File: src/rtl/idx_to_vec_acc_pkg.sv
// ============================================================================
//  Module   : idx_to_vec_acc_pkg
//  Purpose  : Shared FSM state type and width helpers for the index-to-bitmap
//             accumulator. Optional feature macro: IDX_TO_VEC_ACC_DUP_DETECT_EN
//  Revision : 1.0 - initial release
// ============================================================================
`default_nettype none

package idx_to_vec_acc_pkg;

    typedef enum logic [0:0] {
        ACCUM = 1'b0,
        EMIT  = 1'b1
    } state_t;

    // Index width for a W-bit vector; clamped so a degenerate W never yields 0.
    function automatic int unsigned idx_w(input int unsigned w);
        return (w < 2) ? 1 : $clog2(w);
    endfunction

    // Count width able to hold the value W itself.
    function automatic int unsigned cnt_w(input int unsigned w);
        return $clog2(w + 1);
    endfunction

endpackage : idx_to_vec_acc_pkg

`default_nettype wire

File: src/rtl/idx_to_vec_acc_if.sv
// ============================================================================
//  Module   : idx_to_vec_acc_if
//  Purpose  : Index-beat input and bitmap output handshakes of the accumulator.
//             Optional feature macro: IDX_TO_VEC_ACC_DUP_DETECT_EN (out_dup)
//  Revision : 1.0 - initial release
// ============================================================================
`default_nettype none

interface idx_to_vec_acc_if
    import idx_to_vec_acc_pkg::*;
#(
    parameter int unsigned W = 32
);

    localparam int unsigned IW = idx_w(W);
    localparam int unsigned CW = cnt_w(W);

    logic          in_vld;
    logic [IW-1:0] in_idx;
    logic          in_last;
    logic          in_rdy;
    logic          out_vld;
    logic [W-1:0]  out_vec;
    logic [CW-1:0] out_cnt;
    logic          out_rdy;
`ifdef IDX_TO_VEC_ACC_DUP_DETECT_EN
    logic          out_dup;
`endif

    // Master: the producer of index beats and consumer of frames.
    modport master (
        output in_vld,
        output in_idx,
        output in_last,
        input  in_rdy,
        input  out_vld,
        input  out_vec,
        input  out_cnt,
`ifdef IDX_TO_VEC_ACC_DUP_DETECT_EN
        input  out_dup,
`endif
        output out_rdy
    );

    modport slave (
        input  in_vld,
        input  in_idx,
        input  in_last,
        output in_rdy,
        output out_vld,
        output out_vec,
        output out_cnt,
`ifdef IDX_TO_VEC_ACC_DUP_DETECT_EN
        output out_dup,
`endif
        input  out_rdy
    );

endinterface : idx_to_vec_acc_if

`default_nettype wire

File: src/rtl/idx_to_vec_acc_dec_onehot.sv
// ============================================================================
//  Module   : dec_onehot
//  Purpose  : Combinational index-to-one-hot decoder with an in-range flag.
//  Revision : 1.0 - initial release
// ============================================================================
`default_nettype none

module dec_onehot
    import idx_to_vec_acc_pkg::*;
#(
    parameter  int unsigned W  = 32,
    localparam int unsigned IW = idx_w(W)
) (
    input  wire logic [IW-1:0] idx_i,
    output      logic [W-1:0]  onehot_o,
    output      logic          in_range_o
);

    // W always fits in IW+1 bits, so the compare never truncates.
    localparam logic [IW:0] c_W = (IW+1)'(W);

    assign in_range_o = ({1'b0, idx_i} < c_W);

    for (genvar b = 0; b < int'(W); b++) begin : g_bit
        assign onehot_o[b] = (idx_i == IW'(b));
    end

endmodule : dec_onehot

`default_nettype wire

File: src/rtl/idx_to_vec_acc.sv
// ============================================================================
//  Module   : idx_to_vec_acc
//  Purpose  : Accumulates a stream of bit indices into a W-bit bitmap per frame
//             and emits it with its population count.
//             Optional feature macro: IDX_TO_VEC_ACC_DUP_DETECT_EN
//  Revision : 1.0 - initial release
// ============================================================================
`default_nettype none

module idx_to_vec_acc
    import idx_to_vec_acc_pkg::*;
#(
    parameter int unsigned W = 32
) (
    input wire logic      clk,
    input wire logic      rst,
    idx_to_vec_acc_if.slave bus
);

    localparam int unsigned IW = idx_w(W);
    localparam int unsigned CW = cnt_w(W);

    typedef logic [IW-1:0] idx_t;
    typedef logic [CW-1:0] cnt_t;

    state_t       state_q, state_d;
    logic [W-1:0] acc_q, acc_d;
    cnt_t         cnt_q, cnt_d;

    idx_t         w_idx;
    logic [W-1:0] w_onehot;
    logic         w_in_range;
    logic         w_in_rdy;
    logic         w_beat;
    logic         w_release;
    logic [W-1:0] w_base_acc;
    cnt_t         w_base_cnt;
    logic         w_hit;

    assign w_idx = bus.in_idx;

    dec_onehot #(
        .W (W)
    ) u_dec (
        .idx_i      (w_idx),
        .onehot_o   (w_onehot),
        .in_range_o (w_in_range)
    );

    // out_rdy feeds in_rdy combinationally so frames can run back to back.
    assign w_in_rdy  = (state_q == ACCUM) | bus.out_rdy;
    assign w_beat    = bus.in_vld & w_in_rdy;
    assign w_release = (state_q == EMIT) & bus.out_rdy;

    // On release the accepted beat starts a new frame from an empty bitmap.
    assign w_base_acc = w_release ? '0 : acc_q;
    assign w_base_cnt = w_release ? '0 : cnt_q;
    assign w_hit      = |(w_base_acc & w_onehot);

    always_comb begin
        state_d = state_q;
        acc_d   = w_base_acc;
        cnt_d   = w_base_cnt;

        if (w_beat && w_in_range && !w_hit) begin
            acc_d = w_base_acc | w_onehot;
            cnt_d = w_base_cnt + cnt_t'(1);
        end

        case (state_q)
            ACCUM: begin
                if (w_beat && bus.in_last) begin
                    state_d = EMIT;
                end
            end
            EMIT: begin
                if (w_release) begin
                    state_d = (w_beat && bus.in_last) ? EMIT : ACCUM;
                end
            end
            default: begin
                state_d = ACCUM;
            end
        endcase
    end

    always_ff @(posedge clk) begin
        if (rst) begin
            state_q <= ACCUM;
            acc_q   <= '0;
            cnt_q   <= '0;
        end else begin
            state_q <= state_d;
            acc_q   <= acc_d;
            cnt_q   <= cnt_d;
        end
    end

`ifdef IDX_TO_VEC_ACC_DUP_DETECT_EN
    logic dup_q, dup_d;

    // Sticky per frame; a fresh frame can only be seeded by an out-of-range beat.
    always_comb begin
        dup_d = w_release ? 1'b0 : dup_q;
        if (w_beat && (!w_in_range || w_hit)) begin
            dup_d = 1'b1;
        end
    end

    always_ff @(posedge clk) begin
        if (rst) begin
            dup_q <= 1'b0;
        end else begin
            dup_q <= dup_d;
        end
    end

    assign bus.out_dup = dup_q;
`endif

    assign bus.in_rdy  = w_in_rdy;
    assign bus.out_vld = (state_q == EMIT);
    assign bus.out_vec = acc_q;
    assign bus.out_cnt = cnt_q;

endmodule : idx_to_vec_acc

`default_nettype wire

File: src/flat_wrapper.sv
// flat-port wrapper written by rule: the top's interface ports become plain ports
module idx_to_vec_acc_flat import idx_to_vec_acc_pkg::*;
#(
    parameter int unsigned W = 32
)
  (clk, rst, bus_in_vld, bus_in_idx, bus_in_last, bus_in_rdy, bus_out_vld, bus_out_vec, bus_out_cnt, bus_out_rdy);
  idx_to_vec_acc_if #(.W(W)) bus_i ();
  input wire logic clk;
  input wire logic rst;
  input wire logic [$bits(bus_i.in_vld)-1:0] bus_in_vld;
  input wire logic [$bits(bus_i.in_idx)-1:0] bus_in_idx;
  input wire logic [$bits(bus_i.in_last)-1:0] bus_in_last;
  output wire logic [$bits(bus_i.in_rdy)-1:0] bus_in_rdy;
  output wire logic [$bits(bus_i.out_vld)-1:0] bus_out_vld;
  output wire logic [$bits(bus_i.out_vec)-1:0] bus_out_vec;
  output wire logic [$bits(bus_i.out_cnt)-1:0] bus_out_cnt;
  input wire logic [$bits(bus_i.out_rdy)-1:0] bus_out_rdy;
  assign bus_i.in_vld = bus_in_vld;
  assign bus_i.in_idx = bus_in_idx;
  assign bus_i.in_last = bus_in_last;
  assign bus_in_rdy = bus_i.in_rdy;
  assign bus_out_vld = bus_i.out_vld;
  assign bus_out_vec = bus_i.out_vec;
  assign bus_out_cnt = bus_i.out_cnt;
  assign bus_i.out_rdy = bus_out_rdy;
  idx_to_vec_acc #(.W(W)) u_core (.clk(clk), .rst(rst), .bus(bus_i));
endmodule
File: config.mk
export PLATFORM = sky130hd
export DESIGN_NAME = idx_to_vec_acc_flat
export DESIGN_NICKNAME = d
export VERILOG_FILES = /design/src/rtl/idx_to_vec_acc_pkg.sv /design/src/rtl/idx_to_vec_acc_if.sv /design/src/rtl/idx_to_vec_acc_dec_onehot.sv /design/src/rtl/idx_to_vec_acc.sv /design/src/flat_wrapper.sv
export SDC_FILE = /design/constraint.sdc
export NUM_CORES = 1
export LEC_CHECK = 0
export BUFFER_PORTS_ARGS = -buffer_cell sky130_fd_sc_hd__buf_2
export CAP_MARGIN = 30
export CORE_ASPECT_RATIO = 1.5
export CORE_MARGIN = 1
export CORE_UTILIZATION = 36
export DETAILED_ROUTE_END_ITERATION = 10
export SETUP_SLACK_MARGIN = 0.5
export SKIP_LAST_GASP = 1
export SLEW_MARGIN = 20
export SYNTH_ARGS = -nofsm -noshare
export SYNTH_HDL_FRONTEND = slang
export SYNTH_HIERARCHICAL = 1
export SYNTH_SLANG_ARGS = --single-unit
File: constraint.sdc
create_clock -name clk -period 2.35 [get_ports clk]
set_input_delay 0.5875 -clock clk [delete_from_list [all_inputs] [get_ports clk]]
set_output_delay 0.5875 -clock clk [all_outputs]
set_load 0.02 [all_outputs]
* Word-level counts from Yosys, hierarchy flattened
Cells that the tools add are included.
** Cells by class
- $add $sub $neg :: 1
- Equality and inequality tests :: 31
- Muxes and demuxes :: 7
- Bitwise logic cells :: 6
- Reductions and logical operators :: 5
** Operator list (number)
- 5-bit == test, second input constant :: 16
- 32-bit two-way mux :: 2
- 5-bit by 4-bit == test with 1-bit output, second input constant :: 8
- 32-bit bitwise AND :: 1
- 32-bit OR :: 1
- 32-bit OR reduction :: 1
- 5-bit by 3-bit == test with 1-bit output, second input constant :: 4
- 6-bit two-way mux :: 2
- 5-bit by 2-bit == test with 1-bit output, second input constant :: 2
- 6-bit by 1-bit adder with 6-bit output, second input constant :: 1
- 5-bit by 1-bit == test with 1-bit output, second input constant :: 1
- 5-bit zero test :: 1
- 1-bit bitwise AND :: 2
- 1-bit logical AND :: 2
- 1-bit two-way mux :: 2
- 1-bit case mux with 2 select lines :: 1
- 1-bit zero test :: 1
- 1-bit NOT :: 1
- 1-bit OR :: 1
** Word-level totals
- Flip-flop bits (word level) :: 39
- Input port bits :: 10
- Logic and storage cells :: 53

* Longest topological paths before layout
- Depth in word-level cells :: 7
- Depth in mapped cells :: 11
- Depth with buffers taken out :: 8

* Hierarchy
Netlist, hierarchy kept.
** Modules (own cells, without submodules)
- idx_to_vec_acc :: instances 1, cells an instance 180, area an instance 1676.6 um2, sequential area each 780.7 um2
- dec_onehot :: instances 1, cells an instance 49, area an instance 232.7 um2, sequential area each 0.0 um2

* Worst setup path after synthesis
Ideal clock, no wire load.
- Path type :: input port to flip-flop
- From :: input port bus_in_idx[4]
- To :: register u_core.acc_q[0] (netlist: u_core/bus.out_vec[0])
- Setup time :: 0.128 ns
- Arrival time :: 2.083 ns
- Slack :: 0.139 ns
- Stages on the path :: 11
- Cells stage by stage :: or2_2 -> clkbuf_1 -> nor2_1 -> a22oi_1 -> nand4_1 -> nor3_2 -> a21o_1 -> buf_6 -> buf_6 -> a32oi_1 -> nor2_1
** On the way
- Cells in the longest elaborated chain, start to end :: 6
- Elaborated cells between the ends (all ways) :: 38
** RTL lines
- from (decl) :: RTL line flat_wrapper.sv:11 : input wire logic [$bits(bus_i.in_idx)-1:0] bus_in_idx;
- 5-bit by 3-bit == test with 1-bit output :: RTL line idx_to_vec_acc_dec_onehot.sv:25 : assign onehot_o[b] = (idx_i == IW'(b));
- via u_core.w_onehot[4] :: RTL line idx_to_vec_acc.sv:31 : logic [W-1:0] w_onehot;
- 32-bit bitwise AND :: RTL line idx_to_vec_acc.sv:58 : assign w_hit = |(w_base_acc & w_onehot);
- 32-bit OR reduction :: RTL line idx_to_vec_acc.sv:58
- 1-bit zero test :: RTL line idx_to_vec_acc.sv:65 : if (w_beat && w_in_range && !w_hit) begin
- 1-bit logical AND :: RTL line idx_to_vec_acc.sv:65
- 32-bit two-way mux :: RTL line idx_to_vec_acc.sv:65
- to (signal assigned) :: RTL line idx_to_vec_acc.sv:90 : acc_q <= '0;
- to (signal assigned) :: RTL line idx_to_vec_acc.sv:94 : acc_q <= acc_d;
- to (decl) :: RTL line idx_to_vec_acc.sv:27 : logic [W-1:0] acc_q, acc_d;
The timed path passes the listed nets, and every way through them passes these cells.
A chain may end at the register's enable or synchronous reset.

* Worst setup path after layout
- From :: input port bus_in_idx[0]
- To :: register u_core.acc_q[30] (netlist: u_core/bus.out_vec[30])
The elaborated chain is that of the path after synthesis.

==> metrics.md <==
| Metric | Value |
|---|---|
| Post-route DRC | 0 |
| Worst r2r src | u_core/bus.out_vec[12] |
| Switching Share | 27.0% |
| Maximum vdd drop | 0.293 mV |
| Rel. slew slack | 51.9% |
| Ant diodes | 0 |
| Hold Path Depth | 2 |
| Max Fanout on Critical Path | 8 |
| Ys Warns | 6 |
| Net switching power | 350 uW |
| Sequential power share | 51.9% |
| Area delta synth->final | 49.7% |
| Cells on worst reg2reg path | 7 |
| Placed cell area | 2420 um2 |
| DR vias | 2091 |
| CTS H-tree lvls | 2 |
| Number of core rows | 32 |
| Die Wd | 61.5 um |
| Overall Global Routing Usage | 22.6% |
| Design area | 2860 um2 |
| Internal power | 946 uW |
| Clock Path Buffers | 2 |
| TritonRoute pass-1 iters | 5 |
| Final wirelength | 6050 um |
| Core Region | 5120 um2 |
| I/O pin cnt | 50 |
| Clk_skew | 0.00299 ns |
| Power density cells | 454 nW/um2 |
| Effective utilization at floorplan | 37.3% |
| Antenna violations before repair | 0 |
| Syn nets | 240 |
| Detail Route Antenna Nets | 0 |
| Hold Path Sink | u_core/bus.out_cnt[4] |
| Synth Register Bits | 39 |
| Largest net degree at the start of global routing | 41 |
| CP endpoint kind | register |
| Met3 WL | 184 um |
| Iter 0 DRT Violations | 80 |
| Clk slew on worst S/H paths | 0.08 ns |
| Post-Syn Area | 1910 um2 |
| Max cap viols | 0 |
| Min Tclk post-route | 2.22 ns |
| CTS tree | yes |
| Area of the multi-input gates | 1250 um2 |
| Post-synth top area cell | dfxtp_1 |
| Min-delay src | u_core/bus.out_cnt[4] |
| Die ar. | 5600 um2 |
| First-pass GRT wire length | 9550 um |
| Fill cells | 521 |
| Final #Nets | 316 |
| IO buf count | 49 |
| Final Max Tran Viols | 0 |
| CP arrival | 2.38 ns |
| Outcome | completed |
| Share of the synthesized area in the top cell type | 40.9% |
| DR WL met2 | 3400 um |
| Routed vias/inst | 5.59 |
| CP bufs+invs | 4 |
| Pleak | 1.18 nW |
| Critical Path RT | 2.50 ns |
| Worst Tran Pin Value | 0.722 ns |
| Worst-Skew Late Latency | 0.29 ns |
| Placer congestion estimate | 0.840 |
| FF/Latch Area | 781 um2 |
| Endpoints failing hold | 0 |
| CP Launch Type | input port |
| Hold Crit Class | reg2reg |
| Hold Buf Count CTS | 0 |
| Layout cell share with drive strength beyond 1 | 46.1% |
| Crit path kind | in2reg |
| Crit-path max cell delay | 0.44 ns |
| CTS root buf | clkbuf_8 |
| Routed len/inst | 16.2 um |
| Seq/Total Area, Yosys | 40.9% |
| # clock sinks | 39 |
| Total grt overflow | 0 |
| Number of global-route vias before repair | 1976 |
| Wire length on met1 | 2410 um |
| Combinational power share | 13.6% |
| R2R Path End | u_core/bus.out_cnt[0] |
| Cell count after synthesis | 229 |
| Unrepaired setup endpoints after global routing | yes |
| CTS Buf Count | 5 |
| Setup violators final | 0 |
| CP Cell Sequence | buf_8 -> or3b_4 -> buf_6 -> nor2_4 -> a22oi_2 -> nand4_1 -> nor3_2 -> a21o_4 -> buf_12 -> buf_16 -> a32oi_2 -> nor2_1 |
| Area contributors post-synth | dfxtp_1 41%, a32oi_1 15%, nor2_1 13% |
| Period utilisation layout | 94.6% |
| CP delay by family, top | simple AND/OR/NAND/NOR gates |
| Hold Slack | 0.486 ns |
| Syn_area_per_cell | 8.34 um2 |
| FF-to-FF setup slack | 0.50 ns |
| Die Height | 91.2 um |
| Top routing layer in use | met4 |
| Clk pwr share | 34.5% |
| Fmax | 450 MHz |
| Synth cell types | 35 |
| Hpwl dp | 4050 um |
| Slowest CP cell | or3b_4 |
-- placed cells by master (no fill, tap or decap), drive strengths merged, types with 2 or more instances in the layout --
cell and n:
clkbuf 6, dfxtp 39, and2 3, and3 3, nand3b 3, mux2i 2, buf 88, nand2 10
or3b 3, a21oi 5, a22oi 14, or3 5, nand4 4, nor2 66, nand3 6, a32oi 32
nand2b 3
-- sequential cells by signal (all words and copies together), names as in the netlist --
signal	count
u_core/bus.out_cnt	6
u_core/bus.out_vec	32
u_core/bus.out_vld	1
-- cells by family after synthesis --
kind of cell               count (synthesis)  share of synthesized area, %
DFF                                       39                          40.9
buffers and inverters                     20                          5.83
and+or+nand+nor                          108                          26.7
adders and majority gates                  1                         0.655
AOI/OAI and AO/OA                         58                          24.7
muxes                                      2                          1.05
other                                      1                         0.196
-- worst max-delay path by stage --
stage                       start                     end  slack (ns)  depth (start not counted)
floorplan           bus_in_idx[2]   u_core/bus.out_vec[0]        0.24                         10
global placement    bus_in_idx[2]   u_core/bus.out_cnt[2]       -0.28                         10
detailed placement  bus_in_idx[2]   u_core/bus.out_cnt[2]       -0.28                         10
CTS                 bus_in_idx[1]  u_core/bus.out_vec[15]        0.16                         11
global route        bus_in_idx[1]  u_core/bus.out_vec[27]        0.07                         13
finish              bus_in_idx[0]  u_core/bus.out_vec[30]        0.13                         12
-- routing by layer --
metal | track usage, % | up-vias
li1 | - | 1002
met1 | 26.2 | 1033
met2 | 40.4 | 52
met3 | 3.13 | 4
met4 | 7.59 | 0
met5 | 0 | -
-- worst reg2reg max path: stages (launching register included) --
cell and delay, ns:
dfxtp_1 0.35, a222oi_1 0.47, nand3_1 0.17, nor2_2 0.16, buf_4 0.14, a21oi_2 0.05
or3_1 0.32, a21oi_1 0.13
-- Yosys cell counts --
cell type	number
nor2_1	65
dfxtp_1	39
a32oi_1	32
a22oi_1	14
clkbuf_1	11
nand2_1	10
nand3_1	6
or3_1	5
a21oi_1	4
buf_6	4
and2_1	3
and3_1	3
nand2b_1	3
nand3b_1	3
nand4_1	3
or3b_4	3
buf_2	2
mux2i_1	2
a21o_1	1
a21oi_2	1
a222oi_1	1
a31o_2	1
buf_1	1
buf_4	1
conb_1	1
ha_1	1
inv_1	1
nand4_2	1
nor2_2	1
nor3_2	1
o2111a_1	1
o211ai_1	1
o21ai_0	1
o31ai_1	1
or2_2	1
-- through the flow --
step	total power, mW	util (%)	instances	setup TNS [ns]	worst slack, ns
floorplan	0.780	-	229	0	0.239
global placement	0.831	47.2	352	-7.84	-0.281
detailed placement	0.832	47.2	352	-7.45	-0.280
CTS	1.29	52.7	370	0	0.165
global route	1.35	55.8	374	0	0.0654
finish	1.30	55.8	374	0	0.126
-- final cells by class --
cell class / instances / share of cell area, %
Clock buffer: 6 / 2.54
Clock inverter: 2 / 0.438
Inverter: 1 / 0.131
Multi-Input combinational cell: 170 / 43.9
Sequential cell: 39 / 27.3
Tap cell: 68 / 2.98
Timing Repair Buffer: 88 / 22.7
-- timing repair --
item | 4_1_cts | 5_1_grt
endpoints found under the setup margin | 38 | 38
buffers inserted | 6 | 4
gates cloned | 4 | 0
gates resized for setup | 25 | 19
pin swaps | 10 | 11
-- power by group through the flow --
| stage | Clock [mW] | Sequential (mW) | Combinational [mW] |
|---|---|---|---|
| 5_1_grt | 0.489 | 0.673 | 0.188 |
| 6_report | 0.447 | 0.672 | 0.176 |
| 2_1_floorplan | 0 | 0.694 | 0.0861 |
| 3_5_place_dp | 0 | 0.688 | 0.144 |
| 4_1_cts | 0.460 | 0.672 | 0.161 |
| 3_3_place_gp | 0 | 0.688 | 0.143 |
Note: power is estimated with default switching activity, not from simulation.
